$ cat config.mk
export PLATFORM = sky130hd
export DESIGN_NAME = exec_cond_stage
export DESIGN_NICKNAME = d
export VERILOG_FILES = /design/src/rtl/cond_defs_pkg.sv /design/src/rtl/cond_check.sv /design/src/rtl/exec_cond_stage.sv
export SDC_FILE = /design/constraint.sdc
export NUM_CORES = 1
export LEC_CHECK = 0
export BUFFER_PORTS_ARGS = -buffer_cell sky130_fd_sc_hd__buf_2
export CORE_ASPECT_RATIO = 1.2
export CORE_MARGIN = 3
export CORE_UTILIZATION = 46
export CTS_BUF_LIST = sky130_fd_sc_hd__clkbuf_4
export DETAILED_ROUTE_END_ITERATION = 10
export MAX_ROUTING_LAYER = met4
export PLACE_DENSITY = 0.81
export SLEW_MARGIN = 10
export SYNTH_ARGS = -nofsm -noshare
export SYNTH_HDL_FRONTEND = slang
export SYNTH_SLANG_ARGS = --single-unit
$ cat constraint.sdc
create_clock -name clk_i -period 2.1 [get_ports clk_i]
set_input_delay 0.63 -clock clk_i [delete_from_list [all_inputs] [get_ports clk_i]]
set_output_delay 0.63 -clock clk_i [all_outputs]
set_load 0.02 [all_outputs]
$ cat src/rtl/cond_defs_pkg.sv
// rtl/cond_defs_pkg.sv - condition codes and flag bit positions for the execute stage
package cond_defs;

  typedef enum logic [3:0] {
    COND_EQ = 4'h0,
    COND_NE = 4'h1,
    COND_CS = 4'h2,
    COND_CC = 4'h3,
    COND_MI = 4'h4,
    COND_PL = 4'h5,
    COND_VS = 4'h6,
    COND_VC = 4'h7,
    COND_HI = 4'h8,
    COND_LS = 4'h9,
    COND_GE = 4'hA,
    COND_LT = 4'hB,
    COND_GT = 4'hC,
    COND_LE = 4'hD,
    COND_AL = 4'hE,
    COND_NV = 4'hF
  } cond_e;

  localparam int FLAG_N = 3;
  localparam int FLAG_Z = 2;
  localparam int FLAG_C = 1;
  localparam int FLAG_V = 0;

  localparam int FW_NZ = 1;
  localparam int FW_CV = 0;

endpackage

$ cat src/rtl/cond_check.sv
// rtl/cond_check.sv - combinational evaluation of a condition field against NZCV
module cond_check
  import cond_defs::*;
(
  input  logic [3:0] cond_i,
  input  logic [3:0] flags_i,
  output logic       ce_o
);

  logic n, z, c, v;

  assign n = flags_i[FLAG_N];
  assign z = flags_i[FLAG_Z];
  assign c = flags_i[FLAG_C];
  assign v = flags_i[FLAG_V];

  always_comb begin
    ce_o = 1'b0;
    case (cond_e'(cond_i))
      COND_EQ: ce_o = z;
      COND_NE: ce_o = ~z;
      COND_CS: ce_o = c;
      COND_CC: ce_o = ~c;
      COND_MI: ce_o = n;
      COND_PL: ce_o = ~n;
      COND_VS: ce_o = v;
      COND_VC: ce_o = ~v;
      COND_HI: ce_o = c & ~z;
      COND_LS: ce_o = ~c | z;
      COND_GE: ce_o = (n == v);
      COND_LT: ce_o = (n != v);
      COND_GT: ce_o = ~z & (n == v);
      COND_LE: ce_o = z | (n != v);
      COND_AL: ce_o = 1'b1;
      COND_NV: ce_o = 1'b0;
      default: ce_o = 1'b0;
    endcase
  end

endmodule

$ cat src/rtl/exec_cond_stage.sv
// rtl/exec_cond_stage.sv - execute-to-writeback stage with NZCV register and condition gating
module exec_cond_stage
  import cond_defs::*;
#(
  parameter int N    = 4,
  parameter int RA_W = 4
) (
  input  logic            clk_i,
  input  logic            rst_n_i,
  input  logic            flush_i,
  input  logic            in_valid_i,
  output logic            in_ready_o,
  input  logic [N-1:0]    result_i,
  input  logic [3:0]      alu_flags_i,
  input  logic [3:0]      cond_i,
  input  logic [1:0]      flag_w_i,
  input  logic            reg_w_i,
  input  logic            mem_w_i,
  input  logic            pc_s_i,
  input  logic [RA_W-1:0] rd_i,
  output logic            out_valid_o,
  input  logic            out_ready_i,
  output logic [N-1:0]    result_o,
  output logic [RA_W-1:0] rd_o,
  output logic            reg_w_o,
  output logic            mem_w_o,
  output logic            pc_src_o,
  output logic            cond_ex_o,
  output logic [3:0]      flags_o
);

  logic ce;
  logic accept;

  // Condition sees the flags left by earlier instructions, not this one's ALU flags.
  cond_check u_cond_check (
    .cond_i  (cond_i),
    .flags_i (flags_o),
    .ce_o    (ce)
  );

  assign in_ready_o = ~flush_i & (~out_valid_o | out_ready_i);
  assign accept     = in_valid_i & in_ready_o;

  always_ff @(posedge clk_i or negedge rst_n_i) begin
    if (!rst_n_i) begin
      out_valid_o <= 1'b0;
      result_o    <= '0;
      rd_o        <= '0;
      reg_w_o     <= 1'b0;
      mem_w_o     <= 1'b0;
      pc_src_o    <= 1'b0;
      cond_ex_o   <= 1'b0;
    end else if (accept) begin
      out_valid_o <= 1'b1;
      result_o    <= result_i;
      rd_o        <= rd_i;
      reg_w_o     <= reg_w_i & ce;
      mem_w_o     <= mem_w_i & ce;
      pc_src_o    <= pc_s_i & ce;
      cond_ex_o   <= ce;
    end else if (flush_i || out_ready_i) begin
      out_valid_o <= 1'b0;
    end
  end

  always_ff @(posedge clk_i or negedge rst_n_i) begin
    if (!rst_n_i) begin
      flags_o <= 4'b0000;
    end else if (accept && ce) begin
      if (flag_w_i[FW_NZ]) begin
        flags_o[FLAG_N] <= alu_flags_i[FLAG_N];
        flags_o[FLAG_Z] <= alu_flags_i[FLAG_Z];
      end
      if (flag_w_i[FW_CV]) begin
        flags_o[FLAG_C] <= alu_flags_i[FLAG_C];
        flags_o[FLAG_V] <= alu_flags_i[FLAG_V];
      end
    end
  end

endmodule

# After elaboration in Yosys (flattened, before gate mapping)
# Index checks and enable logic that the tools add are counted.
totals:
  regBits: 17
  latchBits: 0
  mem_bits_rw: 0
  mem_bits_ro: 0
  in_bits: 26
  out_inout_bits: 18
  elab_cells: 51
  n_memories: 0
classes:
  addsub: 0
  mul: 0
  div: 0
  order_cmp: 0
  n_eq_ne: 17
  shifts: 0
  mux: 3
  bitwise: 16
  n_reduce_logical: 6
ops:
  columns: ["cell", "count"]
  rows:
  - ["equality test 4 bit (second input constant)", 8]
  - ["equality test 4 x 3 -> 1 bit (second input constant)", 4]
  - ["case mux 1 bit (16 select lines)", 1]
  - ["equality test 4 x 2 -> 1 bit (second input constant)", 2]
  - ["AND 1 bit", 7]
  - ["NOT 1 bit", 6]
  - ["equality test 4 x 1 -> 1 bit (second input constant)", 1]
  - ["zero test 4 bit", 1]
  - ["AND reduction 2 bit", 2]
  - ["OR 1 bit", 3]
  - ["two-way mux 1 bit", 2]
  - ["nonzero test 2 bit", 1]
  - ["equality test 1 bit", 1]
  - ["logical AND 1 bit", 1]
  - ["logical OR 1 bit", 1]
  - ["!= test 1 bit", 1]

# Longest topological paths before layout
# Gate-level depths: netlist of run 1.
depth:
  ltp_word: 6
  ltp_mapped: 7
  mapped_depth_nobuf: 6

# Cells and area by module
# From an unflattened synthesis of run 1, not the netlist that was laid out.
hier_totals:
  hier_cells: 74
  hier_area_um2: 915.9
modules_own_cells:
  columns: ["module", "instances", "cells_each", "area_each_um2", "seq_area_each_um2"]
  rows:
  - ["exec_cond_stage", 1, 51, 760.7, 425.4]
  - ["cond_check", 1, 23, 155.1, 0.0]

# Worst setup path after synthesis of run 1
# No wires, ideal clock.
synth_timing:
  path_type: "input port to flip-flop"
  from: "input port out_ready_i"
  to: "register flags_o[0]"
  arrival_time_ns: 1.957
  t_required_ns: 1.972
  path_slack_ns: 0.015
  path_stages: 7
  n_path_buf: 1
  cell_sequence: "nor2b_1 nor2_1 and2_1 clkbuf_1 nand3_1 o22ai_2 mux2_1"
synth_via:
  elab_chain_cells: 5
synth_rtl:
  columns: ["item", "line_no", "rtl"]
  rows:
  - ["start, declared", "exec_cond_stage.sv:22", "input logic out_ready_i,"]
  - ["OR 1 bit", "exec_cond_stage.sv:42", "assign in_ready_o = ~flush_i & (~out_valid_o | out_ready_i);"]
  - ["AND 1 bit", "exec_cond_stage.sv:42", null]
  - ["named net in_ready_o", "exec_cond_stage.sv:12", "output logic in_ready_o,"]
  - ["AND 1 bit", "exec_cond_stage.sv:43", "assign accept = in_valid_i & in_ready_o;"]
  - ["logical AND 1 bit", "exec_cond_stage.sv:70", "end else if (accept && ce) begin"]
  - ["AND reduction 2 bit (no source line)", null, null]
  - ["end signal, assigned by index", "exec_cond_stage.sv:72", "flags_o[FLAG_N] <= alu_flags_i[FLAG_N];"]
  - ["end signal, assigned by index", "exec_cond_stage.sv:73", "flags_o[FLAG_Z] <= alu_flags_i[FLAG_Z];"]
  - ["end signal, assigned by index", "exec_cond_stage.sv:76", "flags_o[FLAG_C] <= alu_flags_i[FLAG_C];"]
  - ["end, declared", "exec_cond_stage.sv:29", "output logic [3:0] flags_o"]
# The timed path passes the listed nets, and every way through them passes these cells.
# A chain may end at the register's enable or synchronous reset.

# Worst setup path after layout of run 1
layout_timing:
  from: "input port cond_i[1]"
  to: "register flags_o[1]"
layout_via:
  elab_chain_cells: 4
  word_cells_on_any_way: 19
  cone_classes: "eq/ne (15); mux (1); reduce/logical (3)"
layout_rtl:
  columns: ["item", "line_no", "rtl"]
  rows:
  - ["start, declared", "exec_cond_stage.sv:15", "input logic [3:0] cond_i,"]
  - ["equality test 4 bit (tied with other cells)", "cond_check.sv:19", "case (cond_e'(cond_i))"]
  - ["case mux 1 bit (16 select lines) *", "cond_check.sv:19", null]
  - ["logical AND 1 bit *", "exec_cond_stage.sv:70", null]
  - ["AND reduction 2 bit (no source line) *", null, null]
# Every way passes the cells marked *; elsewhere a longest branch is shown, timed or not.

==> results.md, run 1 <==
* Status: complete, no violations
* Number of different library cells in the post-synthesis netlist at 24
* Gate power share at 0.416
* Number of buffers inserted by hold repair at cts at 0
* Die Ht at 52.94 um
* Commonest cells in the synthesized netlist: 32 x sky130_fd_sc_hd__nand2_1, 17 x sky130_fd_sc_hd__dfrtp_1, 4 x sky130_fd_sc_hd__mux2_1, 4 x sky130_fd_sc_hd__nor2_1, 4 x sky130_fd_sc_hd__o21ai_1
* Area overhead of the layout relative to synthesis at 31.41%
* Leading cell types by total area after synthesis: sky130_fd_sc_hd__dfrtp_1 50%, sky130_fd_sc_hd__nand2_1 14%, sky130_fd_sc_hd__mux2_1 5.3%, sky130_fd_sc_hd__a2111oi_4 3.3%, sky130_fd_sc_hd__o22ai_2 3.0%
* Routability congestion estimate from global placement at 0.8615
* Arrival time of data at the critical path endpoint at 2.03 ns
* Antenna violations before repair at 0
* Async SR Flop Fraction at 1.000
* Pwr Density at 1003 nW/um2
* Path class of the lowest-slack min-delay path: in -> async
* Cell type with the highest aggregate area in the netlist: sky130_fd_sc_hd__dfrtp_1
* Detailed-route vias per instance at 5.053
* Top_reg_cell synth: sky130_fd_sc_hd__dfrtp_1
* P_int at 668.8 uW
* Relative slew slack at 0.7209
* Largest fanout on the critical path at 3
* End of the worst register-to-register path: flags_o[1]
* Peak supply drop at 0.4456 mV
* Share of the clock period used by the worst path at 0.8818
* Nature of the critical path endpoint: register
* Total global routing track utilization at 0.1850
* Post-CTS setup buffers at 0
* Routed wirelength normalized by instance count at 12.43 um
* Iteration-0 DRC Markers at 5
* Number of buffers added by the clock tree synthesis step at 3
* Worst Setup Start Kind: input pin
* Number of antenna-violating nets in the routed design at 0
* Number of diodes at 0
* Worst slack after detailed placement at -0.08466 ns
* Final setup skew at 0.007240 ns
* Number of global-route vias before repair at 755
* Clock sink total at 17
* Worst endpoint required time at 2.28 ns
* Core box area at 1682 um2
* Final number of max-transition violations at 0
* H-tree depth at 1
* Final setup violating endpoints at 0
* Highest attainable clock frequency at 540.0 MHz
* Count of max-cap constraint violations at 0
* Final worst setup slack at 0.2481 ns
* Switching part of the total power at 0.3991
* Total of buffers placed on input and output ports at 43
* Setup repair after global routing missed its margin: no
* Layout cell share with drive strength beyond 1 at 0.4135
* Syn Std Cell Area at 844.6 um2
* Final period demand of the worst path at 1.852 ns
* Most numerous cell in the Yosys netlist: sky130_fd_sc_hd__nand2_1
* Class of the most critical setup path: in -> reg
* Number of iterations in the first detailed-routing pass at 2
* Die span in x at 45.12 um
* CTS tree: built
* Clock Latency Late Sink at 0.29 ns
* Hold violation count in the final report at 0
* Clock transition at the registers of the reported paths at 0.10 ns
* Root buffer cell: sky130_fd_sc_hd__clkbuf_4
* Total number of nets in the final design at 160
* Synthesized netlist net count at 113
* Minimum hold slack at 0.2403 ns
* Pin count of the biggest net entering global routing at 18
* Worst R2R Setup Slack at 0.27 ns
* Resize count post-CTS at 0
* Drt drc at 0
* Dpl hpwl at 1498 um
* Total number of vias at 763
* Critical R2R Launch: flags_o[3]
* Core Rows at 16
* EDFF count, synth at 0
* Leak pwr at 0.5913 nW
* Switch Pwr at 444.3 uW
* Post-synthesis average cell area at 9.708 um2
* I/O pin cnt at 44
* Worst Max-Slew Pin Slew at 0.4148 ns
* Starting Density at 0.5022
* Cell count of the worst reg-to-reg path at 6
* FF+latch count, synth at 17
* Global-route wire length before repair at 3201 um
* Total number of yosys warnings at 0
* Instance count of the mapped netlist at 87
* Synth top area share at 0.5037
* Total gr overflow at 0
* Total length of routed wires at 1877 um
* Die ar. at 2388 um2
* Sequential share of power at 0.428
* Register area share after synthesis at 0.5037
* Max clock buf depth at 2
* Clk pwr share at 0.156
## final cells by class
type                            instances  area, um2
Fill cell                             150      571.8
Sequential cell                        17      425.4
Multi-Input combinational cell         65      392.9
Tap cell                               18      22.52
Clock buffer                            3      22.52
Inverter                                1      3.754
Clock inverter                          1      5.005
Timing Repair Buffer                   46      237.7
## layout by cell type (no fill, tap or decap), drive strengths merged, types with 2 or more instances in the layout
cell type  instances
buf               46
nand2             32
dfrtp             17
mux2               5
nor2               4
o21ai              4
clkbuf             3
o22ai              3
xor2               2
a21oi              2
nand3              2
nand3b             2
## worst max-delay path, stage by stage
cell and delay, ns:
sky130_fd_sc_hd__buf_2 0.12, sky130_fd_sc_hd__mux2_4 0.31, sky130_fd_sc_hd__a2111oi_4 0.37, sky130_fd_sc_hd__a31oi_2 0.11
sky130_fd_sc_hd__o22ai_2 0.16, sky130_fd_sc_hd__mux2_1 0.34
## cell families after synthesis
group,count (synthesis),share of synthesized area
flops,17,0.5037
xor+xnor,3,0.03112
buf+inv,5,0.03110
compound gates,12,0.1304
simple gates,44,0.2208
mux,6,0.08295
## metal layers
| layer | track usage | vias to the layer above | wire, um | part of all wire |
|---|---|---|---|---|
| met1 | 0.2275 | 351 | 778 | 0.41 |
| met2 | 0.3042 | 28 | 948 | 0.51 |
| met3 | 0.02381 | 4 | 122 | 0.065 |
| li1 | - | 380 | - | - |
| met5 | - | - | 0 | 0 |
| met4 | 0.07317 | 0 | 27 | 0.014 |
## stage by stage
step / power (mW) / util / setup TNS, ns / cells / cell area, um2
3_3_place_gp: 0.9340 / 0.6436 / 0 / 147 / 1082
3_5_place_dp: 0.9520 / 0.6436 / -0.3073 / 147 / 1082
2_1_floorplan: 0.7865 / - / 0 / 87 / 844.6
5_1_grt: 1.195 / 0.6600 / 0 / 151 / 1110
6_report: 1.113 / 0.6600 / 0 / 151 / 1110
4_1_cts: 1.130 / 0.6600 / 0 / 151 / 1110
## state kept, by name (all words and copies together) (netlist names)
register / flops
out_valid_o: 1
pc_src_o: 1
result_o: 4
rd_o: 4
mem_w_o: 1
cond_ex_o: 1
flags_o: 4
reg_w_o: 1
## worst max-delay path by stage
| stage | from | end | cells past startpoint |
|---|---|---|---|
| 3_5_place_dp | cond_i[1] | flags_o[3] | 6 |
| 3_3_place_gp | cond_i[1] | flags_o[3] | 6 |
| 6_report | cond_i[1] | flags_o[1] | 6 |
| 2_1_floorplan | out_ready_i | flags_o[0] | 7 |
| 4_1_cts | cond_i[1] | flags_o[3] | 6 |
| 5_1_grt | flags_o[3] | flags_o[3] | 6 |
## power groups by stage
stage	clock network, mW	registers (mW)	logic, mW
after floorplan	0	0.581	0.206
after detailed placement	0	0.483	0.469
final	0.174	0.476	0.463
after global routing	0.194	0.489	0.513
after global placement	0	0.478	0.456
after CTS	0.182	0.477	0.471
Note: power is estimated with default switching activity, not from simulation.
==> inputs of run 2 (changes only) <==
--- a/config.mk
+++ b/config.mk
@@ -7,7 +7,6 @@
 export LEC_CHECK = 0
 export BUFFER_PORTS_ARGS = -buffer_cell sky130_fd_sc_hd__buf_2
 export CORE_ASPECT_RATIO = 1.2
-export CORE_MARGIN = 3
 export CORE_UTILIZATION = 46
 export CTS_BUF_LIST = sky130_fd_sc_hd__clkbuf_4
 export DETAILED_ROUTE_END_ITERATION = 10
==> results.md, run 2 (synthesis gave the netlist of run 1 again) <==
* Worst Max-Slew Pin Slew at 0.4285 ns (+0.01373 ns)
* Count of buffering cells on the critical path with inverters included at 2 (+1)
* I/O pin cnt at 44 (unchanged)
* Total of buffers placed on input and output ports at 43 (unchanged)
* Final number of max-transition violations at 0 (unchanged)
* Number of iterations in the first detailed-routing pass at 3 (+1)
* Die span in x at 41.12 um (-8.9%)
* Ordered cell list for the critical path: buf_2 -> buf_12 -> nor2_1 -> a21oi_1 -> o22ai_1 -> xor2_1 -> o22ai_2 -> mux2_1
* Number of buffers added by the clock tree synthesis step at 3 (unchanged)
* P_int at 685.8 uW (+2.5%)
* Starting Density at 0.5022 (unchanged)
* Family with the most delay on the worst path: compound AO/OA/AOI/OAI gates
* Clock sink total at 17 (unchanged)
* Leak pwr at 0.5917 nW (about the same)
* Fill cell total of the finished layout at 147 (-2.0%)
* Drt drc at 0 (unchanged)
* Total number of vias at 764 (+0.13%)
* Sequential share of power at 0.424 (-0.004)
* Switching part of the total power at 0.3939 (-0.005273)
* Slowest cell on the critical path: sky130_fd_sc_hd__xor2_1
* Worst Setup Start Kind: input pin
* Commonest cells after routing, fill and taps aside: 43 x sky130_fd_sc_hd__buf_2, 32 x sky130_fd_sc_hd__nand2_1, 17 x sky130_fd_sc_hd__dfrtp_1
* Root buffer cell: sky130_fd_sc_hd__clkbuf_4
* Core box area at 1682 um2 (unchanged)
* Final setup violating endpoints at 0 (unchanged)
* Class of the most critical setup path: in -> reg
* Number of antenna-violating nets in the routed design at 0 (unchanged)
* Highest attainable clock frequency at 539.0 MHz (-0.18%)
* Max clock buf depth at 2 (unchanged)
* Count of placed standard cells in the final layout, fillers left out at 150 (-0.66%)
* Largest fanout on the critical path at 6 (+3)
* Dpl hpwl at 1432 um (-4.4%)
* Die Ht at 48.94 um (-7.6%)
* Number of global-route vias before repair at 782 (+3.6%)
* Routed wirelength normalized by instance count at 12.19 um (-1.9%)
* Status: complete, no violations
* Clock Latency Late Sink at 0.29 ns (about the same)
* Arrival time of data at the critical path endpoint at 2.04 ns (about the same)
* Start point of the critical path: cond_i[1]
* Core Rows at 16 (unchanged)
* Switch Pwr at 445.6 uW (+0.31%)
* Share of the clock period used by the worst path at 0.8834 (+0.001554)
* Worst endpoint required time at 2.28 ns (about the same)
* Largest registers in the final layout: flags_o (4), rd_o (4), result_o (4)
* Number of diodes at 0 (unchanged)
* Minimum hold slack at 0.2386 ns (-0.001748 ns)
* Clk pwr share at 0.165 (+0.009)
* Final setup skew at 0.0006948 ns (-0.006545 ns)
* Antenna violations before repair at 0 (unchanged)
* Path class of the lowest-slack min-delay path: in -> async
* Pwr Density at 1013 nW/um2 (+0.97%)
* Relative slew slack at 0.7136 (-0.007297)
* Pin count of the biggest net entering global routing at 18 (unchanged)
* Number of buffers inserted by hold repair at cts at 0 (unchanged)
* Total global routing track utilization at 0.2270 (+0.04200)
* Routability congestion estimate from global placement at 0.7056 (-18%)
* Final period demand of the worst path at 1.855 ns (+0.003264 ns)
* Count of max-cap constraint violations at 0 (unchanged)
* Hold violation count in the final report at 0 (unchanged)
* Gate power share at 0.412 (-0.004)
* Final Util at 0.6644 (+0.004465)
* Die ar. at 2012 um2 (-16%)
* CTS tree: built
* Instance count after placement with tap cells included at 146 (-0.68%)
* Iteration-0 DRC Markers at 7 (+2)
* Setup repair after global routing missed its margin: no
* Nature of the critical path endpoint: register
* Clock transition at the registers of the reported paths at 0.09 ns (about the same)
* Post-CTS setup buffers at 0 (unchanged)
* Peak per-stage delay on the critical path at 0.35 ns (-0.02 ns)
* H-tree depth at 1 (unchanged)
* Total length of routed wires at 1829 um (-2.6%)
* Detailed-route vias per instance at 5.093 (+0.80%)
* Critical R2R Launch: flags_o[3]
* Commonest non-fill, non-tap cell in the layout: sky130_fd_sc_hd__buf_2
* Total gr overflow at 0 (unchanged)
* Resize count post-CTS at 0 (unchanged)
* Area overhead of the layout relative to synthesis at 32.30%
* Peak supply drop at 0.5096 mV (+14%)
* Total number of nets in the final design at 159 (-0.63%)
* Layout cell share with drive strength beyond 1 at 0.4091 (-0.004443)
* Global-route wire length before repair at 3049 um (-4.7%)
-- run 2: cell count changes in the layout (fill, tap and decap cells not counted) --
cell,change
sky130_fd_sc_hd__buf_4,-2
sky130_fd_sc_hd__clkinv_2,-1
sky130_fd_sc_hd__clkbuf_4,+1
sky130_fd_sc_hd__buf_12,+1
-- run 2: worst reg2reg max path, cell delays in order, from the launching register on --
cell	delay, ns
sky130_fd_sc_hd__dfrtp_1	0.43
sky130_fd_sc_hd__xor2_1	0.21
sky130_fd_sc_hd__a21oi_1	0.09
sky130_fd_sc_hd__o22ai_1	0.17
sky130_fd_sc_hd__xor2_1	0.35
sky130_fd_sc_hd__o22ai_2	0.16
sky130_fd_sc_hd__mux2_1	0.32
-- run 2: cell type report --
class                      instances  area, um2  area share
multi-input combinational         65      392.9      0.3516
inverter                           1      3.754    0.003359
timing repair buffer              45      242.7      0.2172
clock buffer                       4      30.03     0.02688
sequential                        17      425.4      0.3807
tap                               18      22.52     0.02016
-- run 2: metal layers --
metal / track usage / routed length (um) / vias up
met4: 0.09677 / 40 / 0
li1: - / - / 381
met5: - / 0 / -
met1: 0.2274 / 723 / 350
met3: 0.02740 / 98 / 5
met2: 0.4036 / 966 / 28
-- run 2: power by group through the flow --
stage          Combinational [mW]  Sequential (mW)  Clock [mW]
2_1_floorplan               0.206            0.581           0
3_3_place_gp                0.454            0.480           0
3_5_place_dp                0.468            0.485           0
4_1_cts                     0.470            0.480       0.192
5_1_grt                     0.516            0.494       0.204
6_report                    0.466            0.479       0.186
-- run 2: final timing paths --
check	end	slack (ns)	cells past startpoint
min	rd_o[1]	0.24	1
max in group asynchronous	out_valid_o	1.60	1
min in group clk_i	rd_o[1]	0.48	2
min reg2reg	rd_o[1]	0.48	2
max reg2reg	flags_o[0]	0.26	6
max	flags_o[0]	0.24	8
-- run 2: stage by stage --
stage	total power [mW]	setup TNS [ns]	setup slack, ns	area [um2]
floorplan	0.7865	0	0.01549	844.6
global placement	0.9340	-0.01102	-0.005627	1087
detailed placement	0.9535	-0.2757	-0.07117	1087
CTS	1.142	0	0.2383	1117
global route	1.215	0	0.07991	1117
finish	1.131	0	0.2449	1117
==> inputs of run 3 (changes only) <==
--- a/config.mk
+++ b/config.mk
@@ -5,9 +5,10 @@
 export SDC_FILE = /design/constraint.sdc
 export NUM_CORES = 1
 export LEC_CHECK = 0
+export ABC_AREA = 1
 export BUFFER_PORTS_ARGS = -buffer_cell sky130_fd_sc_hd__buf_2
 export CORE_ASPECT_RATIO = 1.2
-export CORE_UTILIZATION = 46
+export CORE_UTILIZATION = 47
 export CTS_BUF_LIST = sky130_fd_sc_hd__clkbuf_4
 export DETAILED_ROUTE_END_ITERATION = 10
 export MAX_ROUTING_LAYER = met4
==> results.md, run 3 <==
* Largest registers in the final layout: flags_o (4), rd_o (4), result_o (4)
* EDFF count, synth at 0 (unchanged)
* Clock sink total at 17 (unchanged)
* Cell area reported after detailed placement at 1177 um2 (+8.3%)
* Synth top area share at 0.4552 (-0.04855)
* Antenna violations before repair at 0 (unchanged)
* Worst Max-Slew Pin Slew at 0.3670 ns (-0.06157 ns)
* WL met3 at 97 um (-1.0%)
* Async SR Flop Fraction at 1.000 (unchanged)
* Length of routed met2 wiring at 1046 um (+8.3%)
* Final worst setup slack at 0.3883 ns (+0.1435 ns)
* Die span in x at 42.71 um (+3.9%)
* Final period demand of the worst path at 1.712 ns (-0.1435 ns)
* Detailed-route vias per instance at 4.927 (-3.3%)
* Root buffer cell: sky130_fd_sc_hd__clkbuf_4
* Total number of vias at 946 (+24%)
* I/O pin cnt at 44 (unchanged)
* Leading cell types by total area after synthesis: sky130_fd_sc_hd__dfrtp_1 46%, sky130_fd_sc_hd__nand2_1 26%, sky130_fd_sc_hd__inv_1 4.4%, sky130_fd_sc_hd__nand3_2 3.2%, sky130_fd_sc_hd__nand3_1 2.7%
* Number of antenna-violating nets in the routed design at 0 (unchanged)
* Status: complete, no violations
* Worst R2R Setup Slack at 0.68 ns (+0.42 ns)
* Post-CTS setup buffers at 0 (unchanged)
* Pwr Density at 928.2 nW/um2 (-8.3%)
* Hold violation count in the final report at 0 (unchanged)
* Cell type with the highest aggregate area in the netlist: sky130_fd_sc_hd__dfrtp_1
* Dpl hpwl at 1651 um (+15%)
* Number of global-route vias before repair at 911 (+16%)
* Post-synthesis average cell area at 7.418 um2 (-24%)
* Instance count of the mapped netlist at 126 (+45%)
* Post-layout instance area at 1207 um2 (+8.1%)
* Worst endpoint required time at 1.47 ns (-0.81 ns)
* Syn Std Cell Area at 934.6 um2 (+11%)
* Routability congestion estimate from global placement at 0.8902 (+26%)
* Routed wirelength normalized by instance count at 10.71 um (-12%)
* M1 WL at 862 um (+19%)
* Area used by multi-input combinational logic at 456.7 um2 (+16%)
* Total number of nets in the final design at 200 (+26%)
* Worst Setup Start Kind: input pin
* Layout cell share with drive strength beyond 1 at 0.3584 (-0.05071)
* Nature of the critical path endpoint: output pin
* Post-Route Setup TNS at 0 ns (unchanged)
* Resize count post-CTS at 0 (unchanged)
* Pin count of the biggest net entering global routing at 18 (unchanged)
* Total length of routed wires at 2057 um (+12%)
* Core box area at 1851 um2 (+10%)
* Relative slew slack at 0.7554 (+0.04174)
* Top_reg_cell synth: sky130_fd_sc_hd__dfrtp_1
* H-tree depth at 1 (unchanged)
* Clock transition at the registers of the reported paths at 0.09 ns (about the same)
* Commonest cells after routing, fill and taps aside: 65 x sky130_fd_sc_hd__nand2_1, 43 x sky130_fd_sc_hd__buf_2, 17 x sky130_fd_sc_hd__dfrtp_1, 11 x sky130_fd_sc_hd__inv_1, 6 x sky130_fd_sc_hd__nor2_1
* Starting Density at 0.5051 (+0.002839)
* End of the worst register-to-register path: flags_o[3]
* Register area share after synthesis at 0.4552 (-0.04855)
* Most numerous cell in the Yosys netlist: sky130_fd_sc_hd__nand2_1
* Critical R2R Launch: flags_o[0]
* Number of buffers inserted by hold repair at cts at 0 (unchanged)
* Number of diodes at 0 (unchanged)
* Cell count of the worst reg-to-reg path at 9 (+3)
* Drt drc at 0 (unchanged)
* Count of max-cap constraint violations at 0 (unchanged)
* Total gr overflow at 0 (unchanged)
* Share of the clock period used by the worst path at 0.8151 (-0.06831)
* Synthesized netlist net count at 152 (+35%)
* Die Ht at 50.85 um (+3.9%)
* Leak pwr at 0.7400 nW (+25%)
* Instance count after placement with tap cells included at 188 (+29%)
* Arrival time of data at the critical path endpoint at 1.08 ns (-0.96 ns)
* Path class of the lowest-slack min-delay path: in -> async
* FF+latch count, synth at 17 (unchanged)
* Worst slack after detailed placement at 0.3158 ns (+0.3869 ns)
* Max clock buf depth at 2 (unchanged)
* Total of buffers placed on input and output ports at 43 (unchanged)
* Setup repair after global routing missed its margin: no
* Total global routing track utilization at 0.2285 (+0.001435)
* Number of buffers added by the clock tree synthesis step at 3 (unchanged)
* Highest attainable clock frequency at 584.2 MHz (+8.4%)
* Core Rows at 17 (+1)
* Top Metal Used: met4
* Reg area at 425.4 um2 (unchanged)
* Iteration-0 DRC Markers at 15 (+8)
* Die ar. at 2172 um2 (+7.9%)
* Total number of yosys warnings at 0 (unchanged)
* Global-route wire length before repair at 3574 um (+17%)
* Final setup violating endpoints at 0 (unchanged)
* Area overhead of the layout relative to synthesis at 29.18%
* Fill cell total of the finished layout at 172 (+17%)
* Commonest cells in the synthesized netlist: 65 x sky130_fd_sc_hd__nand2_1, 17 x sky130_fd_sc_hd__dfrtp_1, 11 x sky130_fd_sc_hd__inv_1
* Clock Latency Late Sink at 0.29 ns (about the same)
* Commonest non-fill, non-tap cell in the layout: sky130_fd_sc_hd__nand2_1
* Largest fanout on the critical path at 2 (-4)
* CTS tree: built
* Final number of max-transition violations at 0 (unchanged)
* Peak supply drop at 0.6785 mV (+33%)
* Number of iterations in the first detailed-routing pass at 4 (+1)
* Number of different library cells in the post-synthesis netlist at 18 (-25%)
* Minimum hold slack at 0.2408 ns (+0.002222 ns)
* Count of placed standard cells in the final layout, fillers left out at 192 (+28%)
* Class of the most critical setup path: in -> out
* Final setup skew at 0.003544 ns (+0.002849 ns)
==> run 3: area by class of cell <==
type                       instances  area share
multi-input combinational         95      0.3782
sequential                        17      0.3523
timing repair buffer              44      0.1845
inverter                          13     0.04041
clock buffer                       4     0.02487
tap                               19     0.01969
==> run 3: critical path, cell delays in order <==
cell,delay [ns]
sky130_fd_sc_hd__buf_2,0.07
sky130_fd_sc_hd__inv_1,0.03
sky130_fd_sc_hd__nand2_1,0.06
sky130_fd_sc_hd__inv_2,0.04
sky130_fd_sc_hd__nor2_2,0.08
sky130_fd_sc_hd__buf_2,0.17
==> run 3: logic make-up (layout without fill, tap and decap cells) <==
group	after synthesis	count (layout)	synth area share
AND/OR/NAND/NOR	89	89	0.4310
AO/OA/AOI/OAI	6	6	0.05756
flip-flops	17	17	0.4552
buffers and inverters	14	61	0.05622
==> run 3: how the worst max path moves through the flow <==
stage | startpoint | end | slack (ns)
6_report | out_ready_i | in_ready_o | 0.39
2_1_floorplan | out_ready_i | flags_o[3] | 0.34
4_1_cts | out_ready_i | in_ready_o | 0.39
3_3_place_gp | cond_i[0] | flags_o[3] | 0.36
3_5_place_dp | cond_i[0] | flags_o[3] | 0.32
5_1_grt | out_ready_i | in_ready_o | 0.32
==> run 3: per-layer routing <==
metal / vias up / track usage
li1: 486 / -
met1: 425 / 0.2564
met2: 29 / 0.3737
met3: 6 / 0.03887
met4: 0 / 0.1458
met5: - / -
==> run 3: report_power, final <==
group	internal, mW	total [mW]	switching, mW
clock network	0.0867	0.182	0.0952
logic	0.168	0.480	0.313
registers	0.397	0.459	0.0616
total	0.651	1.12	0.469
==> run 3: stage by stage <==
| stage | total power, mW | utilization |
|---|---|---|
| finish | 1.121 | 0.6525 |
| global route | 1.211 | 0.6525 |
| CTS | 1.131 | 0.6525 |
| detailed placement | 0.9491 | 0.6362 |
| global placement | 0.9358 | 0.6362 |
| floorplan | 0.7881 | - |
